<file path="config.mk">
export PLATFORM = sky130hd
export DESIGN_NAME = mem_arbiter
export DESIGN_NICKNAME = d
export VERILOG_FILES = /design/src/rtl/mem_arbiter.sv
export SDC_FILE = /design/constraint.sdc
export NUM_CORES = 1
export LEC_CHECK = 0
export CORE_ASPECT_RATIO = 1.75
export CORE_MARGIN = 2
export CORE_UTILIZATION = 25
export CTS_BUF_LIST = sky130_fd_sc_hd__clkbuf_4 sky130_fd_sc_hd__clkbuf_8
export DETAILED_ROUTE_END_ITERATION = 10
export SYNTH_ARGS = -nofsm -noshare
export SYNTH_HDL_FRONTEND = slang
export SYNTH_SLANG_ARGS = --single-unit
</file>
<file path="constraint.sdc">
create_clock -name clk -period 3.4 [get_ports clk]
set_input_delay 0.51 -clock clk [delete_from_list [all_inputs] [get_ports clk]]
set_output_delay 0.51 -clock clk [all_outputs]
set_load 0.1 [all_outputs]
</file>
<file path="src/rtl/mem_arbiter.sv">
// Shares one fixed-latency memory port between instruction fetch and data access,
// alternating winners under contention and pulsing a one-cycle valid on completion.
module mem_arbiter #(
  parameter int ADDR_W  = 16,
  parameter int DATA_W  = 16,
  parameter int MEM_LAT = 4
) (
  input  logic              clk,
  input  logic              rst_n,
  input  logic              hlt,
  input  logic              if_req,
  input  logic [ADDR_W-1:0] if_addr,
  output logic [DATA_W-1:0] if_rdata,
  output logic              if_valid,
  output logic              if_stall,
  input  logic              d_req,
  input  logic              d_wr,
  input  logic [ADDR_W-1:0] d_addr,
  input  logic [DATA_W-1:0] d_wdata,
  output logic [DATA_W-1:0] d_rdata,
  output logic              d_valid,
  output logic              d_stall,
  output logic              mem_en,
  output logic              mem_wr,
  output logic [ADDR_W-1:0] mem_addr,
  output logic [DATA_W-1:0] mem_wdata,
  input  logic [DATA_W-1:0] mem_rdata,
  output logic              busy
);

  // state | meaning
  // IDLE  | sample requests, grant at most one
  // ISSUE | mem_en high for one cycle, load wait counter
  // WAIT  | count MEM_LAT cycles, capture mem_rdata on the last one
  // DONE  | owner's valid pulse, then back to IDLE
  typedef enum logic [1:0] {IDLE, ISSUE, WAIT, DONE} state_t;

  localparam int CNT_W = $clog2(MEM_LAT + 1);

  state_t            state_q, state_d;
  logic [CNT_W-1:0]  cnt_q, cnt_d;
  logic              pri_q, pri_d;
  logic              own_i_q, own_i_d;
  logic              mem_en_q, mem_en_d;
  logic              mem_wr_q, mem_wr_d;
  logic [ADDR_W-1:0] mem_addr_q, mem_addr_d;
  logic [DATA_W-1:0] mem_wdata_q, mem_wdata_d;
  logic [DATA_W-1:0] if_rdata_q, if_rdata_d;
  logic [DATA_W-1:0] d_rdata_q, d_rdata_d;
  logic              if_valid_q, if_valid_d;
  logic              d_valid_q, d_valid_d;

  logic elig_d, elig_i, pick_i;

  assign elig_d = d_req;
  assign elig_i = if_req & ~hlt;

  // pri_q names the port that wins the next contended grant (0 = data, 1 = fetch)
  always_comb begin
    state_d     = state_q;
    cnt_d       = cnt_q;
    pri_d       = pri_q;
    own_i_d     = own_i_q;
    mem_en_d    = 1'b0;
    mem_wr_d    = mem_wr_q;
    mem_addr_d  = mem_addr_q;
    mem_wdata_d = mem_wdata_q;
    if_rdata_d  = if_rdata_q;
    d_rdata_d   = d_rdata_q;
    if_valid_d  = 1'b0;
    d_valid_d   = 1'b0;
    pick_i      = 1'b0;
    case (state_q)
      IDLE: begin
        if (elig_d | elig_i) begin
          pick_i     = elig_i & (~elig_d | pri_q);
          if (elig_d & elig_i) pri_d = ~pri_q;
          own_i_d    = pick_i;
          mem_addr_d = pick_i ? if_addr : d_addr;
          mem_wr_d   = ~pick_i & d_wr;
          if (!pick_i) mem_wdata_d = d_wdata;
          mem_en_d   = 1'b1;
          state_d    = ISSUE;
        end
      end
      ISSUE: begin
        cnt_d   = CNT_W'(MEM_LAT);
        state_d = WAIT;
      end
      WAIT: begin
        if (cnt_q == CNT_W'(1)) begin
          cnt_d   = '0;
          state_d = DONE;
          if (own_i_q) if_rdata_d = mem_rdata;
          else if (!mem_wr_q) d_rdata_d = mem_rdata;
          if_valid_d = own_i_q;
          d_valid_d  = ~own_i_q;
        end else begin
          cnt_d = cnt_q - CNT_W'(1);
        end
      end
      DONE: state_d = IDLE;
      default: state_d = IDLE;
    endcase
  end

  always_ff @(posedge clk) begin
    if (!rst_n) begin
      state_q     <= IDLE;
      cnt_q       <= '0;
      pri_q       <= 1'b0;
      own_i_q     <= 1'b0;
      mem_en_q    <= 1'b0;
      mem_wr_q    <= 1'b0;
      mem_addr_q  <= '0;
      mem_wdata_q <= '0;
      if_rdata_q  <= '0;
      d_rdata_q   <= '0;
      if_valid_q  <= 1'b0;
      d_valid_q   <= 1'b0;
    end else begin
      state_q     <= state_d;
      cnt_q       <= cnt_d;
      pri_q       <= pri_d;
      own_i_q     <= own_i_d;
      mem_en_q    <= mem_en_d;
      mem_wr_q    <= mem_wr_d;
      mem_addr_q  <= mem_addr_d;
      mem_wdata_q <= mem_wdata_d;
      if_rdata_q  <= if_rdata_d;
      d_rdata_q   <= d_rdata_d;
      if_valid_q  <= if_valid_d;
      d_valid_q   <= d_valid_d;
    end
  end

  assign mem_en    = mem_en_q;
  assign mem_wr    = mem_wr_q;
  assign mem_addr  = mem_addr_q;
  assign mem_wdata = mem_wdata_q;
  assign if_rdata  = if_rdata_q;
  assign d_rdata   = d_rdata_q;
  assign if_valid  = if_valid_q;
  assign d_valid   = d_valid_q;
  assign if_stall  = if_req & ~if_valid_q;
  assign d_stall   = d_req & ~d_valid_q;
  assign busy      = (state_q != IDLE);

endmodule

</file>
==> impl_metrics.ini <==
[cts]
clk_latency_ns = 0.35
cts_tree = built
cts_setup_buffers = 0
cts_htree_levels = 3
ctsHoldBuffers = 0
cts_buffers = 9
cts_resized = 0
clk_pin_slew_worst_paths_ns = 0.07
clock_sinks = 75
cts_root_buf = clkbuf_8
clockBufferDepth = 2

[synth]
syn_nets = 415
ys_top_cells_by_area = dfxtp_1, nand2_1, a21boi_1
synth_fa_ha_area_share_pct = 1.67
ys_seq_elements = 75
syn_avg_cell_area_um2 = 8.81
synth_top_area_share_pct = 50.0
synthCells = 341
synthSimpleGateAreaFrac_pct = 20.7
yosysSeqAreaShare_pct = 50.0
muxShareOfSynthArea_pct = 5.66
yosys.area.top_type = dfxtp_1
syn_area_mm2 = 0.00301
synth-xor-area-share_pct = 0.291
synth_top_family_by_area = simple AND/OR/NAND/NOR gates
synth_compound_gate_area_share_pct = 17.7
synth-warning-count = 0
yosysUniqueCellTypes = 31

[timing]
min_period_over_period_pct = 70.1
min_period_ns = 2.38
grt_setup_unrepaired = no
whs_ns = 0.457
slew_headroom_pct = 30.6
max_freq_mhz = 420
setup_viol = 0
setup_tns_ns = 0
clock_skew_ns = 0.00668
worst_pin_slew_ns = 1.04
hold_viol = 0
drv_slew = 0

[global_routing]
antenna_found_initial = 0
grt_remaining_overflow = 0
grt_pass1_wl_um = 13600
grt_max_degree = 60
grt_pass1_vias = 2786
track_usage_pct = 13.6

[die]
initial_core_util_pct = 25.3
core_area_mm2 = 0.0119
num_rows = 53
die-height_um = 149
io-pin-count = 141
chipWidth_um = 86.9
dieArea_mm2 = 0.0129

[worst_setup_path]
start_kind = register
crit_type = register to output port
critPathMaxFanout = 3
path_buf_inv = 1
crit_chain = clkdlybuf4s50_1
cp_data_arrival_time_ns = 1.87
required_ns = 2.89
critPathTopFamily = buffers and inverters
cp_slowest_stage_delay_ns = 1.16
cp_slowest_cell = clkdlybuf4s50_1
crit_path_end_kind = output port

[drt]
post_drt_wl_per_cell_um = 14.1
vias = 2770
final_antenna_net_count = 0
detailedRoute.firstIterationViolations = 92
via_per_inst = 4.50
drc = 0
finalWirelength_um = 8680
first_pass_iters = 4

[pwr]
power_w = 0.00320
power_leakage_nw = 1.70
p_per_area_mw_per_mm2 = 680
irDropWorstVdd_v = 0.000367

[placed_design]
io_buffers = 140
dpl.hpwl_um = 6390
place.gp.congestion = 0.751

[finish]
mostFrequentLayoutCells = clkdlybuf4s50_1, nand2_1, dfxtp_1, a21boi_1, nor2b_1
nFillCells = 1213
nets = 548
final_common_cell = clkdlybuf4s50_1
regArea_mm2 = 0.00150
drive_above_1_share_pct = 5.86
multiInputGateArea_mm2 = 0.00138
area_delta_synth_final_pct = 56.5
antenna_cells = 0

[status]
status = completed

[job]
max-cap-violations = 0

[hold_path]
hp-class = register to register
[sequential cells by signal (all words and copies together) (netlist names)]
signal / flops
d_rdata: 16
state_q: 2
cnt_q: 3
if_rdata: 16
own_i_q: 1
d_valid: 1
mem_wdata: 16
mem_addr: 16
if_valid: 1
pri_q: 1
mem_wr: 1
mem_en: 1
[through the flow]
stage / worst slack (ns) / std cells / area, um2 / util, %
5_1_grt: 0.943 / 615 / 4700 / 39.6
2_1_floorplan: 0.776 / 341 / 3010 / -
6_report: 1.02 / 615 / 4700 / 39.6
3_5_place_dp: 0.978 / 600 / 4490 / 37.8
4_1_cts: 0.976 / 615 / 4700 / 39.6
3_3_place_gp: 1.01 / 600 / 4490 / 37.8
[cell families (layout without fill, tap and decap cells)]
| kind of cell | count (synthesis) | count (layout) |
|---|---|---|
| simple gates | 140 | 140 |
| xor+xnor | 1 | 1 |
| mux | 17 | 17 |
| buf+inv | 27 | 164 |
| flops | 75 | 75 |
| compound gates | 77 | 77 |
| fa+ha+maj | 4 | 4 |
[cell usage after synthesis]
master,count
inv_2,1
nand4b_1,1
xnor2_1,1
a21boi_1,33
and2_1,6
nor2b_1,18
and3_1,1
buf_8,1
a31oi_1,16
inv_1,5
o221a_2,1
clkbuf_1,12
nor2_1,4
nand4_1,1
a211oi_4,1
a21oi_2,1
a32oi_1,1
nand2b_1,3
ha_1,4
buf_2,8
o21a_1,2
o21ai_0,16
o21ai_1,3
mux2i_1,17
nor2b_4,1
a21boi_0,2
o21ai_2,1
dfxtp_1,75
and3b_1,1
nand3_1,3
nand2_1,101
[layout make-up]
cell class,instances,area share [%]
clock buffer,10,2.93
sequential,75,31.9
tap,137,3.64
inverter,6,0.479
timing repair buffer,143,30.0
clock inverter,5,1.65
multi-input combinational,239,29.4
[per-layer routing]
metal  part of all wire (%)  up-vias  global-route usage (%)
met5                      0        -                       0
met4                    1.9        0                    6.09
met3                    6.9       10                    4.10
met2                     51       99                    23.5
met1                     40     1264                    14.9
li1                       -     1397                       -
[final timing paths]
| check | from | to | slack [ns] | cells after the start |
|---|---|---|---|---|
| max | mem_wr$_SDFFE_PN0P_ | mem_wr | 1.02 | 1 |
| min | d_rdata[2]$_SDFFE_PN0P_ | d_rdata[2]$_SDFFE_PN0P_ | 0.46 | 2 |
| max reg2reg | state_q[0]$_SDFFE_PN0P_ | mem_wdata[13]$_SDFFE_PN0P_ | 1.45 | 7 |
| min reg2reg | d_rdata[2]$_SDFFE_PN0P_ | d_rdata[2]$_SDFFE_PN0P_ | 0.46 | 2 |
[power by group]
part	switching, W	internal [W]	total [W]
combinational	0.00100	0.000392	0.00139
sequential	0.0000620	0.000991	0.00105
clock	0.000325	0.000426	0.000752
Note: power is estimated with default switching activity, not from simulation.
